**src/rtl/eth_pkg.sv**
```systemverilog
// Shared types and constants for the Ethernet receive sequencer.
package eth_pkg;

    typedef enum logic [2:0] {
        IDLE,
        PRE,
        HDR,
        BODY,
        OVR
    } state_t;

    localparam logic [7:0]  PREAMBLE_BYTE = 8'h55;
    localparam logic [7:0]  SFD_BYTE      = 8'hD5;
    localparam logic [47:0] BCAST_MAC     = 48'hFFFF_FFFF_FFFF;
    localparam int          CNT_W         = 11;

    // Byte idx of a MAC address in wire order (idx 0 = most significant byte).
    function automatic logic [7:0] mac_byte(input logic [47:0] addr, input logic [2:0] idx);
        logic [47:0] shifted;
        shifted = addr >> (6'd40 - {idx, 3'b000});
        return shifted[7:0];
    endfunction

endpackage

```
**src/rtl/eth_byte_counter.sv**
```systemverilog
// Saturating frame byte counter; clear has priority over increment.
module eth_byte_counter
    import eth_pkg::*;
(
    input  logic             clk,
    input  logic             reset,
    input  logic             clr,
    input  logic             inc,
    output logic [CNT_W-1:0] cnt
);

    always_ff @(posedge clk or negedge reset) begin
        if (!reset) begin
            cnt <= '0;
        end else if (clr) begin
            cnt <= '0;
        end else if (inc && (cnt != '1)) begin
            cnt <= cnt + 1'b1;
        end
    end

endmodule

```
**src/rtl/eth_rx_sequencer.sv**
```systemverilog
// Receive frame sequencer: preamble/SFD detection, dest MAC match, length verdict.
// Define ETH_RX_SEQ_STATS_EN to add saturating good_cnt/err_cnt frame counters.
module eth_rx_sequencer
    import eth_pkg::*;
#(
    parameter logic [47:0] MAC_ADDR = 48'h02_00_00_00_00_01,
    parameter int          PRE_MIN  = 7,
    parameter int          MIN_LEN  = 64,
    parameter int          MAX_LEN  = 1518
)
(
    input  logic             clk,
    input  logic             reset,
    input  logic [7:0]       data_in,
    input  logic             data_valid,
    output logic             frame_start,
    output logic             frame_good,
    output logic             frame_err,
    output logic             addr_hit,
    output logic [CNT_W-1:0] byte_cnt
`ifdef ETH_RX_SEQ_STATS_EN
    ,
    output logic [7:0]       good_cnt,
    output logic [7:0]       err_cnt
`endif
);

    localparam logic [2:0]       PRE_MIN_L = 3'(PRE_MIN);
    localparam logic [CNT_W-1:0] MIN_L     = CNT_W'(MIN_LEN);
    localparam logic [CNT_W-1:0] MAX_L     = CNT_W'(MAX_LEN);

    state_t     state_reg;
    logic [2:0] pre_cnt_reg;
    logic [2:0] hdr_idx_reg;
    logic       mac_match_reg;
    logic       bc_match_reg;

    logic sfd_ok, cnt_clr, cnt_inc;
    logic frame_end, hdr_abort, len_ok;
    logic good_next, err_next;
    logic mac_byte_eq, bc_byte_eq;

    eth_byte_counter u_byte_counter (
        .clk   (clk),
        .reset (reset),
        .clr   (cnt_clr),
        .inc   (cnt_inc),
        .cnt   (byte_cnt)
    );

    always_comb begin
        sfd_ok      = (state_reg == PRE) && data_valid && (data_in == SFD_BYTE)
                      && (pre_cnt_reg >= PRE_MIN_L);
        cnt_clr     = sfd_ok;
        cnt_inc     = data_valid && ((state_reg == HDR) || (state_reg == BODY) || (state_reg == OVR));
        frame_end   = !data_valid && ((state_reg == BODY) || (state_reg == OVR));
        hdr_abort   = !data_valid && (state_reg == HDR);
        len_ok      = (byte_cnt >= MIN_L) && (byte_cnt <= MAX_L);
        good_next   = frame_end && len_ok && addr_hit;
        err_next    = hdr_abort || (frame_end && !(len_ok && addr_hit));
        // Running match: each flag stays set only while every dest byte so far agreed.
        mac_byte_eq = mac_match_reg && (data_in == mac_byte(MAC_ADDR, hdr_idx_reg));
        bc_byte_eq  = bc_match_reg && (data_in == mac_byte(BCAST_MAC, hdr_idx_reg));
    end

    always_ff @(posedge clk or negedge reset) begin
        if (!reset) begin
            state_reg     <= IDLE;
            pre_cnt_reg   <= '0;
            hdr_idx_reg   <= '0;
            mac_match_reg <= 1'b0;
            bc_match_reg  <= 1'b0;
            frame_start   <= 1'b0;
            frame_good    <= 1'b0;
            frame_err     <= 1'b0;
            addr_hit      <= 1'b0;
        end else begin
            frame_start <= 1'b0;
            frame_good  <= good_next;
            frame_err   <= err_next;
            case (state_reg)
                IDLE: begin
                    if (data_valid && (data_in == PREAMBLE_BYTE)) begin
                        state_reg   <= PRE;
                        pre_cnt_reg <= 3'd1;
                    end else begin
                        pre_cnt_reg <= '0;
                    end
                end
                PRE: begin
                    if (data_valid && (data_in == PREAMBLE_BYTE)) begin
                        pre_cnt_reg <= (pre_cnt_reg == 3'd7) ? 3'd7 : pre_cnt_reg + 3'd1;
                    end else if (sfd_ok) begin
                        state_reg     <= HDR;
                        frame_start   <= 1'b1;
                        hdr_idx_reg   <= '0;
                        mac_match_reg <= 1'b1;
                        bc_match_reg  <= 1'b1;
                        addr_hit      <= 1'b0;
                    end else begin
                        state_reg   <= IDLE;
                        pre_cnt_reg <= '0;
                    end
                end
                HDR: begin
                    if (!data_valid) begin
                        state_reg <= IDLE;
                    end else if (hdr_idx_reg == 3'd5) begin
                        addr_hit  <= mac_byte_eq || bc_byte_eq;
                        state_reg <= BODY;
                    end else begin
                        hdr_idx_reg   <= hdr_idx_reg + 3'd1;
                        mac_match_reg <= mac_byte_eq;
                        bc_match_reg  <= bc_byte_eq;
                    end
                end
                BODY: begin
                    if (!data_valid) begin
                        state_reg <= IDLE;
                    end else if (byte_cnt > MAX_L) begin
                        state_reg <= OVR;
                    end
                end
                OVR: begin
                    if (!data_valid) begin
                        state_reg <= IDLE;
                    end
                end
                default: state_reg <= IDLE;
            endcase
        end
    end

`ifdef ETH_RX_SEQ_STATS_EN
    always_ff @(posedge clk or negedge reset) begin
        if (!reset) begin
            good_cnt <= '0;
            err_cnt  <= '0;
        end else begin
            if (good_next && (good_cnt != 8'hFF)) begin
                good_cnt <= good_cnt + 8'd1;
            end
            if (err_next && (err_cnt != 8'hFF)) begin
                err_cnt <= err_cnt + 8'd1;
            end
        end
    end
`endif

endmodule

```
**config.mk**
```make
export PLATFORM = sky130hd
export DESIGN_NAME = eth_rx_sequencer
export DESIGN_NICKNAME = d
export VERILOG_FILES = /design/src/rtl/eth_pkg.sv /design/src/rtl/eth_byte_counter.sv /design/src/rtl/eth_rx_sequencer.sv
export SDC_FILE = /design/constraint.sdc
export NUM_CORES = 1
export LEC_CHECK = 0
export ABC_AREA = 1
export BUFFER_PORTS_ARGS = -buffer_cell sky130_fd_sc_hd__buf_2
export CAP_MARGIN = 5
export CORE_MARGIN = 4
export CORE_UTILIZATION = 57
export DETAILED_ROUTE_END_ITERATION = 10
export GPL_TIMING_DRIVEN = 0
export PLACE_DENSITY = 0.91
export SKIP_CTS_REPAIR_TIMING = 1
export SYNTH_ARGS = -nofsm -noshare
export SYNTH_HDL_FRONTEND = slang
export SYNTH_SLANG_ARGS = --single-unit
```
**constraint.sdc**
```tcl
create_clock -name clk -period 1.9 [get_ports clk]
set_clock_uncertainty 0.1 [all_clocks]
set_input_delay 0.38 -clock clk [delete_from_list [all_inputs] [get_ports clk]]
set_output_delay 0.38 -clock clk [all_outputs]
set_load 0.01 [all_outputs]
```
Word-level counts from Yosys, hierarchy flattened
Index checks and enable logic that the tools add are counted.
{"block": "word_totals", "reg_bits": 26, "latchBits": 0, "ramBits": 0, "romBits": 0, "output_inout_bits": 15, "n_memories": 0}
{"block": "op_classes", "add_sub_neg": 4, "multipliers": 0, "n_div": 0, "n_lt_le_gt_ge": 4, "eq_ne": 21, "shift": 2, "muxes": 37, "bitwise": 0, "n_reduce_logical": 30}
{"cell": "$shr A48 B6 Y8 const A", "count": 1}
{"cell": "$mux W3", "count": 14}
{"cell": "$shr A42 B6 Y8 const A", "count": 1}
{"cell": "$mux W11", "count": 2}
{"cell": "$eq A8 B8 Y1", "count": 2}
{"cell": "$logic_and A1 B1 Y1", "count": 15}
{"cell": "$pmux W3 S5", "count": 1}
{"cell": "$reduce_and A5 Y1", "count": 3}
{"cell": "$mux W1", "count": 14}
{"cell": "$ne A2 B2 Y1 const B", "count": 6}
{"cell": "$pmux W3 S2", "count": 2}
{"cell": "$add A11 B1 Y11 const B", "count": 1}
{"cell": "$ge A11 B7 Y1 const B", "count": 1}
{"cell": "$gt A11 B11 Y1 const B", "count": 1}
{"cell": "$le A11 B11 Y1 const B", "count": 1}
{"cell": "$ne A11 B11 Y1 const B", "count": 1}
{"cell": "$eq A3 B3 Y1 const B", "count": 3}
{"cell": "$ne A3 B2 Y1 const B", "count": 3}
{"cell": "$eq A8 B7 Y1 const B", "count": 1}
{"cell": "$eq A8 B8 Y1 const B", "count": 1}
{"cell": "$add A3 B1 Y3 const B", "count": 2}
{"cell": "$eq A3 B2 Y1 const B", "count": 2}
{"cell": "$pmux W1 S2", "count": 3}
{"cell": "$reduce_bool A2 Y1", "count": 3}
{"cell": "9 further kinds", "count": 14}

Logic depth before layout (Yosys ltp)
{"block": "logic_depth", "depth_word": 8, "depth_mapped": 10, "depth_no_buf": 10}

By module
Synthesis repeated with hierarchy kept, for this count alone.
{"block": "hier_totals", "cells_unflattened": 274, "hier_area_um2": 1975.6}
{"mod": "eth_rx_sequencer", "instances": 1, "cells_each": 181, "area_each_um2": 1273.7, "seq_area_each_um2": 375.4}
{"mod": "eth_byte_counter", "instances": 1, "cells_each": 93, "area_each_um2": 701.9, "seq_area_each_um2": 275.3}

Worst setup path before layout
Ideal clock, no wire load.
{"block": "synth_path", "kind": "reg-to-reg", "start": "reg u_byte_counter.cnt[0]", "end": "reg u_byte_counter.cnt[3]", "arrival_ps": 1326, "required_ps": 1682, "setup_slack_ps": 356, "path_stages_with_launch": 11, "path_buffers": 0, "cell_sequence": "dfrtp_1 > ha_1 > nand3_1 > nor3_1 > nand2_1 > nand2_2 > inv_2 > nand2_1 > nand2_1 > inv_1 > nor2_1"}
{"block": "synth_between", "elab_chain_cells": 3}
{"item": "start, declared", "line_no": "eth_byte_counter.sv:9", "rtl": "output logic [CNT_W-1:0] cnt"}
{"item": "start signal, assigned", "line_no": "eth_byte_counter.sv:18", "rtl": "cnt <= cnt + 1'b1;"}
{"item": "$add A11 B1 Y11 or $ne A11 B11 Y1 (tied branches)", "line_no": "eth_byte_counter.sv:18, eth_byte_counter.sv:17"}
{"item": "$mux W11 or $logic_and A1 B1 Y1 (tied branches)", "line_no": "eth_byte_counter.sv:17", "rtl": "end else if (inc && (cnt != '1)) begin"}
{"item": "$mux W11 or $reduce_bool A2 Y1 (tied branches)"}
Parallel ways exist; a longest one is shown, timed or not. The select of a mux whose other input is x is not followed.
A chain may end at the register's enable or synchronous reset.

Final worst setup path
{"block": "layout_path", "start": "reg state_reg[1]", "end": "reg mac_match_reg"}
{"block": "layout_between", "elab_chain_cells": 6}
{"item": "start, declared", "line_no": "eth_rx_sequencer.sv:32", "rtl": "state_t state_reg;"}
{"item": "start signal, assigned", "line_no": "eth_rx_sequencer.sv:68", "rtl": "state_reg <= IDLE;"}
{"item": "start signal, assigned", "line_no": "eth_rx_sequencer.sv:84", "rtl": "state_reg <= PRE;"}
{"item": "start signal, assigned", "line_no": "eth_rx_sequencer.sv:94", "rtl": "state_reg <= HDR;"}
{"item": "$eq A3 B1 Y1", "line_no": "eth_rx_sequencer.sv:52, eth_rx_sequencer.sv:81"}
{"item": "$logic_and A1 B1 Y1 (2 in series)", "line_no": "eth_rx_sequencer.sv:52", "rtl": "sfd_ok = (state_reg == PRE) && data_valid && (data_in == SFD_BYTE)"}
{"item": "$logic_and A1 B1 Y1", "line_no": "eth_rx_sequencer.sv:53", "rtl": "&& (pre_cnt_reg >= PRE_MIN_L);"}
{"item": "$ne A2 B2 Y1 (no source line)"}
{"item": "$reduce_and A5 Y1 (no source line)"}
{"item": "end signal, assigned", "line_no": "eth_rx_sequencer.sv:113", "rtl": "mac_match_reg <= mac_byte_eq;"}
{"item": "end, declared", "line_no": "eth_rx_sequencer.sv:35", "rtl": "logic mac_match_reg;"}
Parallel ways exist; a longest one is shown, timed or not.

==> reports/metrics.cfg <==
[global_routing]
grt_util_met1_pct = 25.7
grt_busiest_layer = met2
gr-total-overflow = 0
grt_use_met2_pct = 31.2
grt_pass1_vias = 1500
met3_usage_pct = 4.22
antenna_found_initial = 0
grtUsageTotal_pct = 19.1
grt_pass1_wl_um = 6310
grt_max_degree = 27

[timing]
max_freq_mhz = 572
drv_slew = 0
period_needed_ns = 1.75
worst_pin_slew_ns = 0.577
finalWorstSetupSlack_ns = 0.153
fin_setup_tns_ns = 0
rsz0062_at_grt = no
hold_violations = 0
fin_crit_sh_pct = 91.9
finalSetupViolations = 0
slew_headroom_pct = 61.6

[synthesis]
syn_area_um2 = 1790
syn_area_per_cell_um2 = 6.93
synth_top_area_share_pct = 36.4
synth.area.top_cells = dfrtp_1, nand2_1, inv_1
ys_types = 22
synth_seq_cells = 26
yosys.area.top_type = dfrtp_1
syn_nets = 276
ys_async_sr_fraction_pct = 100
synth_edf_count = 0
yosysWarningCount = 0
synth_ff_type = dfrtp_1
seq_area_frac_synth_pct = 36.4
syn_inst = 258

[cells_and_area]
nFillCells = 273
multi_input_area_um2 = 995
largest_reg_flops = 11
regArea_um2 = 652
nets = 308
drive_gt1_share_pct = 14.5
syn_to_final_growth_pct = 13.1
top_register = u_byte_counter.cnt
antenna_cells = 0
utilization_pct = 66.9

[critical_path]
worst_setup_path_start_kind = flip-flop
critical_path.most_common_cell = nand2_1
path_class = reg2reg
max_stage_delay_ns = 0.43
crit_family = simple AND/OR/NAND/NOR gates
cp_cell_sequence = inv_1 -> nand2_1 -> nor3_4 -> inv_2 -> nor2_4 -> nor2_2 -> nor2_4 -> inv_2 -> nand2_1 -> nand2_1
r2r_setup_slack_ns = 0.15
critPathArrivalTime_ns = 1.88
cp-end-kind = flip-flop
worstPathMaxFanout = 6
required_ns = 2.04
cp_num_buf_inv = 3
slowest_stage = dfrtp_1

[outcome]
status = finished clean

[floorplan]
die_h_um = 64.0
ioPinCount = 26
initial_core_util_pct = 59.1
rows = 20
dieWidth_um = 64.0
dieArea_um2 = 4100
core-area_um2 = 3030

[route]
drtIter0Drc = 95
vias_per_cell = 5.12
wire_per_inst_um = 10.8
totalWireLength_um = 3600
drcViolationCount = 0
dr.pass1.iters = 4
num_vias = 1705
detail-route-antenna-nets = 0

[clocking]
root_buffer = clkbuf_4
clock_sinks = 26
cts_tree = done
clk_path_buf_depth = 2
cts.htree.levels = 1
cts.clk_slew.worst_paths_ns = 0.14
clkLatencyLatePin_ns = 0.33
numCtsBuffers = 3

[power]
ir_drop_mv = 1.05
powerDensity_nw_per_um2 = 1070
leakage_nw = 1.15
p_total_mw = 2.16

[run]
drv_cap = 0

[placement]
port_buffers = 25
dpl_worst_slack_ns = 0.0957
hpwl_um = 2810
gp_congestion = 0.868

[worst_hold_path]
min_path_type = in2reg

==> per-stage QoR <==
step                      hold slack, ns  cell area, um2  std cells
final                              0.302            2020        333
after detailed placement           0.307            1970        327
after global placement             0.301            1970        327
after global routing               0.329            2020        333
after floorplan                  -0.0156            1790        258
after CTS                        -0.0614            2010        331
==> report_power, final <==
| part | internal [mW] | total [mW] | switching (mW) |
|---|---|---|---|
| logic | 0.358 | 1.01 | 0.650 |
| registers | 0.711 | 0.867 | 0.156 |
| clock network | 0.117 | 0.283 | 0.165 |
==> final timing paths <==
| path | start | cells after the start | to |
|---|---|---|---|
| hold reg to reg | bc_match_reg | 2 | bc_match_reg |
| setup / recovery | state_reg[1] | 10 | mac_match_reg |
| min in group asynchronous | reset | 2 | hdr_idx_reg[1] |
| hold / removal | data_valid | 3 | state_reg[2] |
| setup reg to reg | state_reg[1] | 10 | mac_match_reg |
| max in group asynchronous | reset | 2 | u_byte_counter.cnt[0] |
==> cell families (layout without fill, tap and decap cells) <==
group	count (synthesis)	after routing	share of synthesized area [%]
compound gates	23	23	6.78
xor+xnor	12	12	5.87
fa+ha+maj	7	7	4.89
buf+inv	38	69	8.04
flops	26	26	36.4
mux	1	1	0.559
simple gates	151	151	37.5
==> final cells by class <==
| type | instances | area share, % |
|---|---|---|
| clock buffers | 4 | 1.79 |
| plain buffers | 1 | 0.247 |
| multi-input cells | 194 | 49.1 |
| flip-flops and latches | 26 | 32.2 |
| well taps | 44 | 2.72 |
| repair buffers | 27 | 7.05 |
| inverters | 37 | 6.86 |
==> layer usage <==
layer  routed length, um  up-vias
li1                    -      888
met1                1680      783
met2                1720       30
met3                 175        4
met4                  30        0
met5                   0        -
==> synth_stat cells (2+ instances only) <==
library cell and count:
o21ai_0 15, ha_1 7, nand3_1 22, inv_1 33
nand4_1 10, inv_2 4, nor3_1 10, nor2_1 30
nand2_2 2, nand2_1 72, nor2_4 2, dfrtp_1 26
xor2_1 12, a21oi_1 5
==> cell usage in the layout (no fill, tap or decap), types with 5 or more instances in the layout <==
cell and instances:
inv_1 33, xor2_1 12, dfrtp_1 25, nand2_1 72, a21oi_1 5, ha_1 7
nand4_1 10, nand3_1 22, o21ai_0 15, buf_2 26, nor2_1 30, nor3_1 10
==> tightest hold or removal path, cell delays in order <==
cell and delay (ns):
buf_2 0.14, nand2_1 0.13, nand2_1 0.07
No activity file was read; power rests on OpenSTA's default activity.
